==> src/rtl/id_ex_pkg.sv <==
// Shared definitions for the ID/EX pipeline latch: state encoding, control-field
// widths, control-bit positions and the writeback bypass selector.
package id_ex_pkg;

   localparam int unsigned RegW          = 5;  // register specifier width
   localparam int unsigned DataW         = 32;
   localparam int unsigned WbW           = 2;  // {regwrite, memtoreg}
   localparam int unsigned MW            = 3;  // {branch, memread, memwrite}
   localparam int unsigned ExW           = 4;  // {regdst, aluop[1:0], alusrc}
   localparam int unsigned WbRegWriteBit = 1;
   localparam int unsigned WbMemToRegBit = 0;
   localparam int unsigned MMemReadBit   = 1;

   typedef enum logic [1:0] {
      StEmpty  = 2'd0,
      StFull   = 2'd1,
      StBubble = 2'd2
   } state_e;

   // Pick the writeback value when it targets the source register; r0 never bypasses.
   function automatic logic [DataW-1:0] fwd_sel(input logic             wb_we,
                                                input logic [RegW-1:0]  wb_dst,
                                                input logic [DataW-1:0] wb_val,
                                                input logic [RegW-1:0]  src,
                                                input logic [DataW-1:0] rf_val);
      return (wb_we && (wb_dst != '0) && (wb_dst == src)) ? wb_val : rf_val;
   endfunction

endpackage

==> src/rtl/load_use_detect.sv <==
// Load-use hazard detector: flags a decode instruction that reads the register a
// held load is about to write.
module load_use_detect
   import id_ex_pkg::*;
(
   input  logic            i_held_memread,
   input  logic [RegW-1:0] i_held_rt,
   input  logic [RegW-1:0] i_in_rs,
   input  logic [RegW-1:0] i_in_rt,
   input  logic            i_in_valid,
   output logic            o_hazard
);

   // Register 0 is hard-wired, so a load targeting it can never create a dependency.
   always_comb begin
      o_hazard = i_held_memread && (i_held_rt != '0) && i_in_valid &&
                 ((i_held_rt == i_in_rs) || (i_held_rt == i_in_rt));
   end

endmodule

==> src/rtl/id_ex_latch.sv <==
// ID/EX pipeline latch with valid/ready handshake, load-use bubble insertion and
// branch flush. Optional writeback bypass enabled by defining ID_EX_WB_FWD_EN.
module id_ex_latch
   import id_ex_pkg::*;
(
   input  logic             clk,
   input  logic             rst,
   input  logic             in_valid,
   output logic             in_ready,
   input  logic [DataW-1:0] in_pc,
   input  logic [DataW-1:0] in_a,
   input  logic [DataW-1:0] in_b,
   input  logic [DataW-1:0] in_imm,
   input  logic [RegW-1:0]  in_rs,
   input  logic [RegW-1:0]  in_rt,
   input  logic [RegW-1:0]  in_rd,
   input  logic [WbW-1:0]   in_wb,
   input  logic [MW-1:0]    in_m,
   input  logic [ExW-1:0]   in_ex,
   input  logic             wb_regwrite,
   input  logic [RegW-1:0]  wb_rd,
   input  logic [DataW-1:0] wb_data,
   input  logic             flush,
   output logic             out_valid,
   input  logic             out_ready,
   output logic [DataW-1:0] out_pc,
   output logic [DataW-1:0] out_a,
   output logic [DataW-1:0] out_b,
   output logic [DataW-1:0] out_imm,
   output logic [RegW-1:0]  out_rs,
   output logic [RegW-1:0]  out_rt,
   output logic [RegW-1:0]  out_rd,
   output logic [WbW-1:0]   out_wb,
   output logic [MW-1:0]    out_m,
   output logic [ExW-1:0]   out_ex
);

   state_e           r_state;
   logic             r_valid;
   logic [DataW-1:0] r_pc, r_a, r_b, r_imm;
   logic [RegW-1:0]  r_rs, r_rt, r_rd;
   logic [WbW-1:0]   r_wb;
   logic [MW-1:0]    r_m;
   logic [ExW-1:0]   r_ex;

   logic             w_held_memread;
   logic             w_hazard;
   logic             w_ready;
   logic             w_capture;
   logic [DataW-1:0] w_a_next;
   logic [DataW-1:0] w_b_next;

   assign w_held_memread = r_valid && r_m[MMemReadBit];

   load_use_detect u_load_use_detect (
      .i_held_memread (w_held_memread),
      .i_held_rt      (r_rt),
      .i_in_rs        (in_rs),
      .i_in_rt        (in_rt),
      .i_in_valid     (in_valid),
      .o_hazard       (w_hazard)
   );

   // Capture implies a legal load in every state, so it needs no per-state qualification.
   assign w_ready   = (!r_valid || out_ready) && !w_hazard && !flush;
   assign w_capture = in_valid && w_ready;

`ifdef ID_EX_WB_FWD_EN
   assign w_a_next = fwd_sel(wb_regwrite, wb_rd, wb_data, in_rs, in_a);
   assign w_b_next = fwd_sel(wb_regwrite, wb_rd, wb_data, in_rt, in_b);
`else
   logic w_unused_wb;
   assign w_unused_wb = ^{wb_regwrite, wb_rd, wb_data};
   assign w_a_next    = in_a;
   assign w_b_next    = in_b;
`endif

   // Latch state machine: flush beats capture, capture beats drain/bubble, stall holds.
   always_ff @(posedge clk or posedge rst) begin
      if (rst) begin
         r_state <= StEmpty;
         r_valid <= 1'b0;
         r_pc    <= '0;
         r_a     <= '0;
         r_b     <= '0;
         r_imm   <= '0;
         r_rs    <= '0;
         r_rt    <= '0;
         r_rd    <= '0;
         r_wb    <= '0;
         r_m     <= '0;
         r_ex    <= '0;
      end else if (flush) begin
         r_state <= StEmpty;
         r_valid <= 1'b0;
         r_wb    <= '0;
         r_m     <= '0;
         r_ex    <= '0;
      end else if (w_capture) begin
         r_state <= StFull;
         r_valid <= 1'b1;
         r_pc    <= in_pc;
         r_a     <= w_a_next;
         r_b     <= w_b_next;
         r_imm   <= in_imm;
         r_rs    <= in_rs;
         r_rt    <= in_rt;
         r_rd    <= in_rd;
         r_wb    <= in_wb;
         r_m     <= in_m;
         r_ex    <= in_ex;
      end else begin
         unique case (r_state)
            StEmpty: begin
            end
            StFull: begin
               if (out_ready) begin
                  r_valid <= 1'b0;
                  if (w_hazard) begin
                     // Bubble carries no side effects into execute.
                     r_state <= StBubble;
                     r_wb    <= '0;
                     r_m     <= '0;
                  end else begin
                     r_state <= StEmpty;
                  end
               end
            end
            StBubble: begin
               r_state <= StEmpty;
            end
            default: begin
               r_state <= StEmpty;
               r_valid <= 1'b0;
            end
         endcase
      end
   end

   assign in_ready  = w_ready;
   assign out_valid = r_valid;
   assign out_pc    = r_pc;
   assign out_a     = r_a;
   assign out_b     = r_b;
   assign out_imm   = r_imm;
   assign out_rs    = r_rs;
   assign out_rt    = r_rt;
   assign out_rd    = r_rd;
   assign out_wb    = r_wb;
   assign out_m     = r_m;
   assign out_ex    = r_ex;

endmodule

==> config.mk <==
export PLATFORM = sky130hd
export DESIGN_NAME = id_ex_latch
export DESIGN_NICKNAME = d
export VERILOG_FILES = /design/src/rtl/id_ex_pkg.sv /design/src/rtl/load_use_detect.sv /design/src/rtl/id_ex_latch.sv
export SDC_FILE = /design/constraint.sdc
export NUM_CORES = 1
export LEC_CHECK = 0
export CORE_AREA = 2 2 135 137
export CTS_BUF_LIST = sky130_fd_sc_hd__clkbuf_4 sky130_fd_sc_hd__clkbuf_8
export DETAILED_ROUTE_END_ITERATION = 10
export DIE_AREA = 0 0 137 139
export PLACE_DENSITY = 0.7
export SYNTH_ARGS = -nofsm -noshare
export SYNTH_HDL_FRONTEND = slang
export SYNTH_SLANG_ARGS = --single-unit
==> constraint.sdc <==
create_clock -name clk -period 6 [get_ports clk]
set_input_delay 0.6 -clock clk [delete_from_list [all_inputs] [get_ports clk]]
set_output_delay 0.6 -clock clk [all_outputs]
set_load 0.01 [all_outputs]
==> flow_summary_export.csv <==
group,metric,value,unit
floorplan,ios,349,
route,drc,0,
route,via_count,4235,
route,dr.first_iter.drc_count,81,
setup_path,cpPeakStageDelay,510,ps
run,cap_violations,0,
grt,grt_pass1_vias,4585,
setup_path,crit_buf_inv,2,
placed_design,place_area,0.009330,mm2
setup_path,path_class,"input pin to primary output",
sta,max_freq,324.4,MHz
setup_path,endpoint_kind,"primary output",
cts,cts_tree,"built",
cts,cts_buffers,17,
cts,root_buffer,"clkbuf_8",
power_and_ir_drop,vdd_drop_max,0.0001607,V
synth,syn_area_per_cell,16.22,um2
layout,fin_area,0.009747,mm2
floorplan,start_util,0.3418,
synth,synth-adder-area-share,0,
synth,yosys_most_used_dff,"dfrtp_1",
setup_path,path_cells,"clkdlybuf4s50_1 -> xnor2_1 -> nand3_1 -> o22ai_4 -> and2_1 -> nor3_1 -> clkdlybuf4s50_1",
sta,tns,0,ps
cts,h-tree-depth,4,
synth,ys_types,23,
sta,fin_crit,3083,ps
route,final_antenna_net_count,0,
sta,tightestPinTransition,867.3,ps
layout,final_cell_mix,"clkdlybuf4s50_1 (310), dfrtp_1 (155), mux2_2 (83), mux2_1 (69), clkbuf_8 (18)",
synth,seq_area_frac_synth,0.6428,
cts,postCtsHoldBufs,0,
synth,synth_top_family_by_area,"multiplexers",
synth,async_reset_ff_frac,1.000,
setup_path,crit_required,5400,ps
cts,cts_setup_buffers,0,
synth,syn_inst,372,
layout,fill_cells,1455,
route,avgRoutedWirePerCell,16.70,um
cts,cts_repair_resize_count,0,
cts,clock_latency,440,ps
placed_design,gp_congestion,0.7809,
synth,synth_nets,567,
placed_design,hpwlAfterDp,11.36,mm
grt,grt_first_pass_wirelength,24.07,mm
synth,synth_compound_gate_area_share,0.01472,
synth,synth_edf_count,0,
setup_path,startpoint_type,"input pin",
floorplan,core_area,0.01766,mm2
synth,yosysWarningCount,0,
setup_path,cp_data_arrival_time,2480,ps
route,viasPerCell,4.564,
setup_path,worstPathMaxFanout,7,
layout,fin_nets,882,
synth,post-synth-top-area-cell,"dfrtp_1",
sta,rsz0062_at_grt,"no",
grt,grt_max_degree,99,
synth,synth_xor_area_frac,0.01451,
worst_hold_path,hp-class,"flip-flop to flip-flop",
cts,cts_sinks,155,
cts,clkSlewWorstSetupHoldPaths,80,ps
synth,synth_mux_area_frac,0.2836,
route,drt-total-wl,15.50,mm
cts,clockBufferDepth,2,
floorplan,fp.dieH,139,um
layout,utilization,0.5520,
setup_path,critPathTopFamily,"buffers and inverters",
sta,relSlewSlack,0.4218,
sta,clock-skew-final,12.17,ps
floorplan,die_x,137,um
floorplan,row_count,49,
sta,post-route-period-util,0.5138,
layout,final_common_cell,"clkdlybuf4s50_1",
sta,whs,487.3,ps
synth,synth-seq-cells,155,
sta,slew_violations,0,
synth,synthTopCellsByArea,"dfrtp_1 (64%), mux2_2 (15%), mux2_1 (13%), buf_6 (1.5%), xnor2_1 (1.5%)",
setup_path,critPathSlowestCell,"clkdlybuf4s50_1",
placed_design,port-buffer-count,310,
synth,yosys.area_share.simple,0.02094,
sta,hold_viol,0,
synth,yosysTopAreaCellShare,0.6428,
power_and_ir_drop,power_density,307.7,mW/mm2
synth,netlist_area,0.006035,mm2
power_and_ir_drop,p_leak,3.966,nW
layout,drive_above_1_share,0.1731,
grt,gr-total-overflow,0,
grt,grt_usage,0.1631,
outcome,status,"complete, no violations",
route,dr.pass1.iters,3,
sta,finalSetupViolations,0,
setup_path,cp_common_cell,"clkdlybuf4s50_1",
floorplan,die_area,0.01904,mm2
layout,antenna_cells,0,
grt,antenna_found_initial,0,
layout,syn2layout_area_growth,61.52,%
==> routing by layer <==
metal	GRT usage	up-vias	wire length, um
li1	-	1940	-
met1	0.1759	2069	5799
met2	0.2799	197	7800
met3	0.06177	29	1473
met4	0.07542	0	423
met5	0	-	0
==> power by group <==
group | total [mW] | internal (mW) | switching, mW
clock network | 0.819 | 0.423 | 0.396
registers | 1.33 | 1.23 | 0.102
logic | 0.850 | 0.545 | 0.305
total | 3.00 | 2.20 | 0.802
==> worst paths after layout <==
kind	slack, ps	start	to	depth (start not counted)
max	2920	in_rs[0]	in_ready	7
min	490	out_imm[4]$_DFFE_PP0P_	out_imm[4]$_DFFE_PP0P_	1
max reg2reg	3150	out_rt[0]$_DFFE_PP0P_	out_pc[19]$_DFFE_PP0P_	5
min reg2reg	490	out_imm[4]$_DFFE_PP0P_	out_imm[4]$_DFFE_PP0P_	1
max in group asynchronous	3970	rst	out_pc[27]$_DFFE_PP0P_	3
min in group asynchronous	710	rst	out_rs[3]$_DFFE_PP0P_	2
==> cells in the mapped netlist (all sizes together) (2+ instances only) <==
| library cell | instances |
|---|---|
| nor3 | 2 |
| nand2 | 8 |
| dfrtp | 155 |
| buf | 16 |
| nor2 | 3 |
| nor2b | 5 |
| mux2 | 152 |
| xnor2 | 10 |
| nand3 | 3 |
| a21oi | 7 |
| inv | 2 |
==> cell families after synthesis <==
logic type,after synthesis
multiplexers,152
XOR/XNOR,10
AND/OR/NAND/NOR,25
buffers and inverters,19
flip-flops,155
AO/OA/AOI/OAI,11
==> flip-flops by register name, summed over array words and instances (netlist names), 4 cells and up <==
name     cells
out_a       32
out_rd       5
out_rs       5
out_b       32
out_ex       4
out_rt       5
out_imm     32
out_pc      32
==> metrics by stage <==
step	power (mW)	std cells	setup WS, ps
after CTS	3.052	928	2895
after global routing	3.168	928	2819
after floorplan	1.661	372	1222
after global placement	2.184	897	2663
after detailed placement	2.212	897	2601
final	2.999	928	2917
==> area by class of cell <==
| cell class | count | area, um2 | share of cell area |
|---|---|---|---|
| Clock buffer | 18 | 247.7 | 0.02542 |
| Clock inverter | 13 | 168.9 | 0.01733 |
| Inverter | 2 | 12.51 | 0.001284 |
| Multi-Input combinational cell | 198 | 2014 | 0.2067 |
| Sequential cell | 155 | 3879 | 0.3979 |
| Tap cell | 229 | 286.5 | 0.02940 |
| Timing Repair Buffer | 313 | 3138 | 0.3220 |
Note: power is estimated with default switching activity, not from simulation.
